[src/rtl/esm_rst_seq.sv]
`default_nettype none
// ============================================================================
// Module      : esm_rst_seq
// Description : Reset sequencer. After clock lock, reset is stretched, then
//               memory, bus and CPU resets are released in order. Optional
//               swReset debounce is enabled by defining ESM_RST_DEBOUNCE_EN.
// Revision    : 1.0  initial release
// ============================================================================
module esm_rst_seq #(
    parameter int STRETCH_CYCLES  = 1024,
    parameter int STAGE_CYCLES    = 16,
    parameter int DEBOUNCE_CYCLES = 65536
) (
    input  logic       clk,
    input  logic       rstN,
    input  logic       locked,
    input  logic       swReset,
    output logic       rstMem,
    output logic       rstBus,
    output logic       rstCpu,
    output logic       ready,
    output logic [2:0] state,
    output logic [7:0] lossCnt
);

    localparam logic [19:0] c_STRETCH_M1 = (STRETCH_CYCLES == 0) ? 20'd0 : 20'(STRETCH_CYCLES - 1);
    localparam logic [19:0] c_STAGE_M1   = (STAGE_CYCLES == 0)   ? 20'd0 : 20'(STAGE_CYCLES - 1);

    typedef enum logic [2:0] {
        S_WAITLOCK = 3'd0,
        S_STRETCH  = 3'd1,
        S_MEM      = 3'd2,
        S_BUS      = 3'd3,
        S_RUN      = 3'd4
    } state_t;

    logic [1:0]  r_lockSync;
    logic [1:0]  r_swSync;
    logic        w_lockedS;
    logic        w_swS;
    logic        w_swF;

    state_t      r_state;
    state_t      w_next;
    logic [19:0] r_cnt;
    logic [19:0] w_cntNext;
    logic        r_swHeld;
    logic        w_swHeldNext;
    logic        w_lossInc;
    logic [7:0]  r_lossCnt;
    logic        r_rstMem, r_rstBus, r_rstCpu, r_ready;
    logic        w_rstMem, w_rstBus, w_rstCpu, w_ready;

    always_ff @(posedge clk or negedge rstN) begin
        if (!rstN) begin
            r_lockSync <= 2'b00;
            r_swSync   <= 2'b00;
        end else begin
            r_lockSync <= {r_lockSync[0], locked};
            r_swSync   <= {r_swSync[0], swReset};
        end
    end

    assign w_lockedS = r_lockSync[1];
    assign w_swS     = r_swSync[1];

`ifdef ESM_RST_DEBOUNCE_EN
    localparam logic [19:0] c_DB_M1 = (DEBOUNCE_CYCLES == 0) ? 20'd0 : 20'(DEBOUNCE_CYCLES - 1);

    logic        r_swF;
    logic [19:0] r_dbCnt;

    always_ff @(posedge clk or negedge rstN) begin
        if (!rstN) begin
            r_swF   <= 1'b0;
            r_dbCnt <= '0;
        end else if (w_swS == r_swF) begin
            r_dbCnt <= '0;
        end else if (r_dbCnt == c_DB_M1) begin
            r_swF   <= w_swS;
            r_dbCnt <= '0;
        end else begin
            r_dbCnt <= r_dbCnt + 20'd1;
        end
    end

    assign w_swF = r_swF;
`else
    assign w_swF = w_swS;

    // DEBOUNCE_CYCLES has no role without the debounce filter
    if (DEBOUNCE_CYCLES < 0) begin : g_db_unused
    end
`endif

    always_comb begin
        w_next       = r_state;
        w_cntNext    = r_cnt;
        w_swHeldNext = 1'b0;
        w_lossInc    = 1'b0;

        if (r_state != S_WAITLOCK && !w_lockedS) begin
            w_next    = S_WAITLOCK;
            w_cntNext = '0;
            w_lossInc = 1'b1;
        end else if (r_state != S_WAITLOCK && w_swF) begin
            w_next       = S_STRETCH;
            w_cntNext    = '0;
            w_swHeldNext = 1'b1;
        end else begin
            case (r_state)
                S_WAITLOCK: begin
                    w_cntNext = '0;
                    if (w_lockedS) w_next = S_STRETCH;
                end
                S_STRETCH: begin
                    // The edge that first sees the request gone acts as a fresh
                    // STRETCH entry, mirroring the lock-to-STRETCH entry edge.
                    if (r_swHeld) begin
                        w_cntNext = '0;
                    end else if (r_cnt == c_STRETCH_M1) begin
                        w_next    = S_MEM;
                        w_cntNext = '0;
                    end else begin
                        w_cntNext = r_cnt + 20'd1;
                    end
                end
                S_MEM: begin
                    if (r_cnt == c_STAGE_M1) begin
                        w_next    = S_BUS;
                        w_cntNext = '0;
                    end else begin
                        w_cntNext = r_cnt + 20'd1;
                    end
                end
                S_BUS: begin
                    if (r_cnt == c_STAGE_M1) begin
                        w_next    = S_RUN;
                        w_cntNext = '0;
                    end else begin
                        w_cntNext = r_cnt + 20'd1;
                    end
                end
                S_RUN: begin
                    w_cntNext = '0;
                end
                default: begin
                    w_next    = S_WAITLOCK;
                    w_cntNext = '0;
                end
            endcase
        end

        w_rstMem = 1'b1;
        w_rstBus = 1'b1;
        w_rstCpu = 1'b1;
        w_ready  = 1'b0;
        case (w_next)
            S_MEM: w_rstMem = 1'b0;
            S_BUS: begin
                w_rstMem = 1'b0;
                w_rstBus = 1'b0;
            end
            S_RUN: begin
                w_rstMem = 1'b0;
                w_rstBus = 1'b0;
                w_rstCpu = 1'b0;
                w_ready  = 1'b1;
            end
            default: ;
        endcase
    end

    always_ff @(posedge clk or negedge rstN) begin
        if (!rstN) begin
            r_state   <= S_WAITLOCK;
            r_cnt     <= '0;
            r_swHeld  <= 1'b0;
            r_lossCnt <= 8'd0;
            r_rstMem  <= 1'b1;
            r_rstBus  <= 1'b1;
            r_rstCpu  <= 1'b1;
            r_ready   <= 1'b0;
        end else begin
            r_state  <= w_next;
            r_cnt    <= w_cntNext;
            r_swHeld <= w_swHeldNext;
            if (w_lossInc && r_lossCnt != 8'hFF) r_lossCnt <= r_lossCnt + 8'd1;
            r_rstMem <= w_rstMem;
            r_rstBus <= w_rstBus;
            r_rstCpu <= w_rstCpu;
            r_ready  <= w_ready;
        end
    end

    assign rstMem  = r_rstMem;
    assign rstBus  = r_rstBus;
    assign rstCpu  = r_rstCpu;
    assign ready   = r_ready;
    assign state   = r_state;
    assign lossCnt = r_lossCnt;

endmodule
`default_nettype wire

[config.mk]
export PLATFORM = sky130hd
export DESIGN_NAME = esm_rst_seq
export DESIGN_NICKNAME = d
export VERILOG_FILES = /design/src/rtl/esm_rst_seq.sv
export SDC_FILE = /design/constraint.sdc
export NUM_CORES = 1
export LEC_CHECK = 0
export CELL_PAD_IN_SITES_DETAIL_PLACEMENT = 1
export CELL_PAD_IN_SITES_GLOBAL_PLACEMENT = 1
export CORE_UTILIZATION = 36
export CTS_BUF_LIST = sky130_fd_sc_hd__clkbuf_8
export CTS_CLUSTER_SIZE = 10
export DETAILED_ROUTE_END_ITERATION = 10
export PLACE_DENSITY = 0.71
export SYNTH_ARGS = -nofsm -noshare
export SYNTH_HDL_FRONTEND = slang
export SYNTH_SLANG_ARGS = --single-unit
[constraint.sdc]
create_clock -name clk -period 1.9 [get_ports clk]
set_input_delay 0.285 -clock clk [delete_from_list [all_inputs] [get_ports clk]]
set_output_delay 0.285 -clock clk [all_outputs]
set_load 0.01 [all_outputs]
==> impl_metrics.env <==
export IMPL_crit_fanout=5
export IMPL_num_rows=25
export IMPL_via_per_inst=5.027
export IMPL_syn_area_sq_um=1841
export IMPL_synth_area_leader_cell="dfrtp_1"
export IMPL_path_class="flip-flop to flip-flop"
export IMPL_synth_most_common_cell="dfrtp_1"
export IMPL_core_sq_um=4817
export IMPL_fin_cells=300
export IMPL_max_slew_worst_pin_slew_ns=0.7462
export IMPL_rsz0062_at_grt="yes"
export IMPL_dr_pass1_iters=4
export IMPL_die_area_sq_um=5402
export IMPL_min_path_type="input port to asynchronous set/reset pin"
export IMPL_irDropWorstVdd_uv=642.4
export IMPL_yosysWarningCount=0
export IMPL_dp_hpwl_microns=3137
export IMPL_synthMuxAreaShare=0.006118
export IMPL_cts_root_buf="clkbuf_8"
export IMPL_antennaDiodeCount=0
export IMPL_dp_cells=281
export IMPL_synth_compound_area_frac=0.05846
export IMPL_vias=1508
export IMPL_cp_arrival_ns=2.22
export IMPL_finalSetupTns_ns=-2.926
export IMPL_syn2layout_area_growth_pct=41.26
export IMPL_regArea_sq_um=1005
export IMPL_r2r_cells=8
export IMPL_end_kind="flip-flop"
export IMPL_grt_pass1_vias=1693
export IMPL_violations="negative setup slack"
export IMPL_seq_power_share=0.465
export IMPL_fin_hold_ws_ns=0.04064
export IMPL_postLayoutSetupSlackWorst_ns=-0.1479
export IMPL_grt_pass1_wl_microns=8211
export IMPL_synthSimpleGateAreaFrac=0.2400
export IMPL_power_density_nw_per_um2=838.0
export IMPL_nets=238
export IMPL_r2r_end="r_cnt[18]"
export IMPL_die_width_microns=73.50
export IMPL_yosysTopAreaCellShare=0.5031
export IMPL_cp_start_kind="flip-flop"
export IMPL_p_sw_frac=0.2506
export IMPL_layout_min_cycle_time_ns=2.048
export IMPL_cts_hold_buf=0
export IMPL_synth_seq_cells=40
export IMPL_p_sw_uw=546.1
export IMPL_p_comb_frac=0.158
export IMPL_synth_common_cells="37 x dfrtp_1, 28 x nor2_1, 16 x nand2_1, 14 x xor2_1, 10 x xnor2_1"
export IMPL_cts_reportedPaths_clkPinSlew_ns=0.08
export IMPL_synth_area_leaders="dfrtp_1 50%, xor2_1 6.7%, nor2_1 5.7%"
export IMPL_drive_gt1_frac=0.3391
export IMPL_drv_cap=0
export IMPL_grtUsageTotal=0.2027
export IMPL_antenna_found_initial=0
export IMPL_drc=0
export IMPL_final_util=0.5397
export IMPL_finalClockSkew_ns=0.01211
export IMPL_hold_violations=0
export IMPL_drv_slew=0
export IMPL_synthFlopType="dfrtp_1"
export IMPL_avgSynthCellArea_sq_um=10.46
export IMPL_synth_nets=182
export IMPL_power_frac_clock=0.377
export IMPL_post_place_ws_ns=-0.1303
export IMPL_wl_per_cell_microns=16.16
export IMPL_max_slew_margin=0.4987
export IMPL_syn_inst=176
export IMPL_cp_required_ns=2.07
export IMPL_p_leak_nw=1.100
export IMPL_multi_input_area_sq_um=895.9
export IMPL_ys_seq_area_frac=0.5459
export IMPL_dieHeight_microns=73.50
export IMPL_initial_utilization=0.3821
export IMPL_routed_wl_microns=4849
export IMPL_r2r_start="r_cnt[16]"
export IMPL_numCtsBuffers=5
export IMPL_overflow=0
export IMPL_synth_distinct_cells=37
export IMPL_cts_sinks=40
export IMPL_synth_top_family_by_area="simple AND/OR/NAND/NOR gates"
export IMPL_ant_nets=0
export IMPL_synth_edff_count=0
export IMPL_synth_xor_area_share=0.1142
export IMPL_num_io_pins=19
export IMPL_setup_violations=25
export IMPL_port_buffers=18
export IMPL_max_freq_ghz=0.4883
export IMPL_internal_power_mw=1.633
export IMPL_r2r_slack_ns=-0.15
export IMPL_status="finished with violations"
export IMPL_routabilityCongestion=0.8052
export IMPL_htree_levels=2
export IMPL_async_reset_ff_frac=1.000
export IMPL_nFillCells=543
export IMPL_clockBufferDepth=2
export IMPL_drt_initial_drc_count=34
export IMPL_grt_start_max_net_pins=41
export IMPL_synth_fa_ha_area_frac=0.01360
export IMPL_cts_tree="built"
export IMPL_insertion_delay_ns=0.30
export IMPL_period_share=1.078
state kept, by name (all words and copies together), names as in the netlist:
| register | cells |
|---|---|
| rstCpu | 1 |
| r_cnt | 20 |
| rstMem | 1 |
| rstBus | 1 |
| r_swSync | 2 |
| r_lockSync | 2 |
| lossCnt | 8 |
| r_swHeld | 1 |
| ready | 1 |
| state | 3 |
worst max-delay path by stage:
stage	from	endpoint	slack (ns)	depth (start not counted)
finish	r_cnt[16]	r_cnt[18]	-0.15	8
global route	r_cnt[16]	r_cnt[6]	-0.25	8
CTS	r_cnt[12]	state[0]	-0.08	6
detailed placement	r_cnt[16]	state[0]	-0.13	5
global placement	r_cnt[16]	state[0]	-0.04	5
floorplan	r_cnt[17]	state[0]	-0.08	5
cells in the final DEF (no fill, tap or decap), types with 5 or more instances in the layout:
| master | n |
|---|---|
| buf_6 | 7 |
| buf_4 | 26 |
| nand2_1 | 16 |
| clkdlybuf4s50_1 | 17 |
| nor2_2 | 16 |
| dfrtp_1 | 37 |
| inv_1 | 6 |
| clkbuf_8 | 5 |
| xnor2_1 | 10 |
| xor2_1 | 14 |
| nor2_1 | 10 |
| nand3_1 | 6 |
| nor3_1 | 5 |
| nand4_1 | 8 |
area by class of cell:
| class | count | share of cell area |
|---|---|---|
| Sequential cell | 40 | 0.3864 |
| Multi-Input combinational cell | 128 | 0.3446 |
| Timing Repair Buffer | 52 | 0.1785 |
| Tap cell | 67 | 0.03224 |
| Clock buffer | 5 | 0.02647 |
| Clock inverter | 3 | 0.02454 |
| Inverter | 5 | 0.007218 |
routing by layer:
metal,part of all wire,wire (microns),track usage
met5,0,0,0
met4,0.021,102,0.07479
met3,0.029,139,0.04252
met2,0.52,2527,0.3619
met1,0.43,2079,0.2383
logic make-up (layout without fill, tap and decap cells):
| logic type | count (synthesis) | after routing |
|---|---|---|
| compound gates | 16 | 16 |
| fa+ha+maj | 2 | 2 |
| xor+xnor | 24 | 24 |
| simple gates | 85 | 85 |
| flops | 40 | 40 |
| mux | 1 | 1 |
| buf+inv | 8 | 65 |
per-stage QoR:
step	area (sq um)	power (mW)
6_report	2600	2.179
5_1_grt	2600	2.275
4_1_cts	2546	2.190
3_5_place_dp	2260	1.345
3_3_place_gp	2260	1.320
2_1_floorplan	1854	1.147
what timing repair did:
item,CTS,global route
resized for setup,30,13
endpoints found under the setup margin,25,29
cloned,2,0
pin swaps,19,9
setup buffers,7,2
power groups by stage:
stage	registers, mW	clock network [mW]	logic [mW]
after floorplan	1.04	0	0.110
after global placement	1.02	0	0.302
after detailed placement	1.03	0	0.318
after CTS	1.01	0.838	0.341
after global routing	1.02	0.875	0.377
final	1.01	0.821	0.345
critical path, stage by stage (launching register included):
cell and delay [ns]:
dfrtp_1 0.39, or4_4 0.55, nor4_4 0.28, buf_4 0.19
a21boi_2 0.06, o22ai_2 0.12, buf_6 0.15, buf_8 0.13
nor2_1 0.05
(Power assumes the default switching activity.)
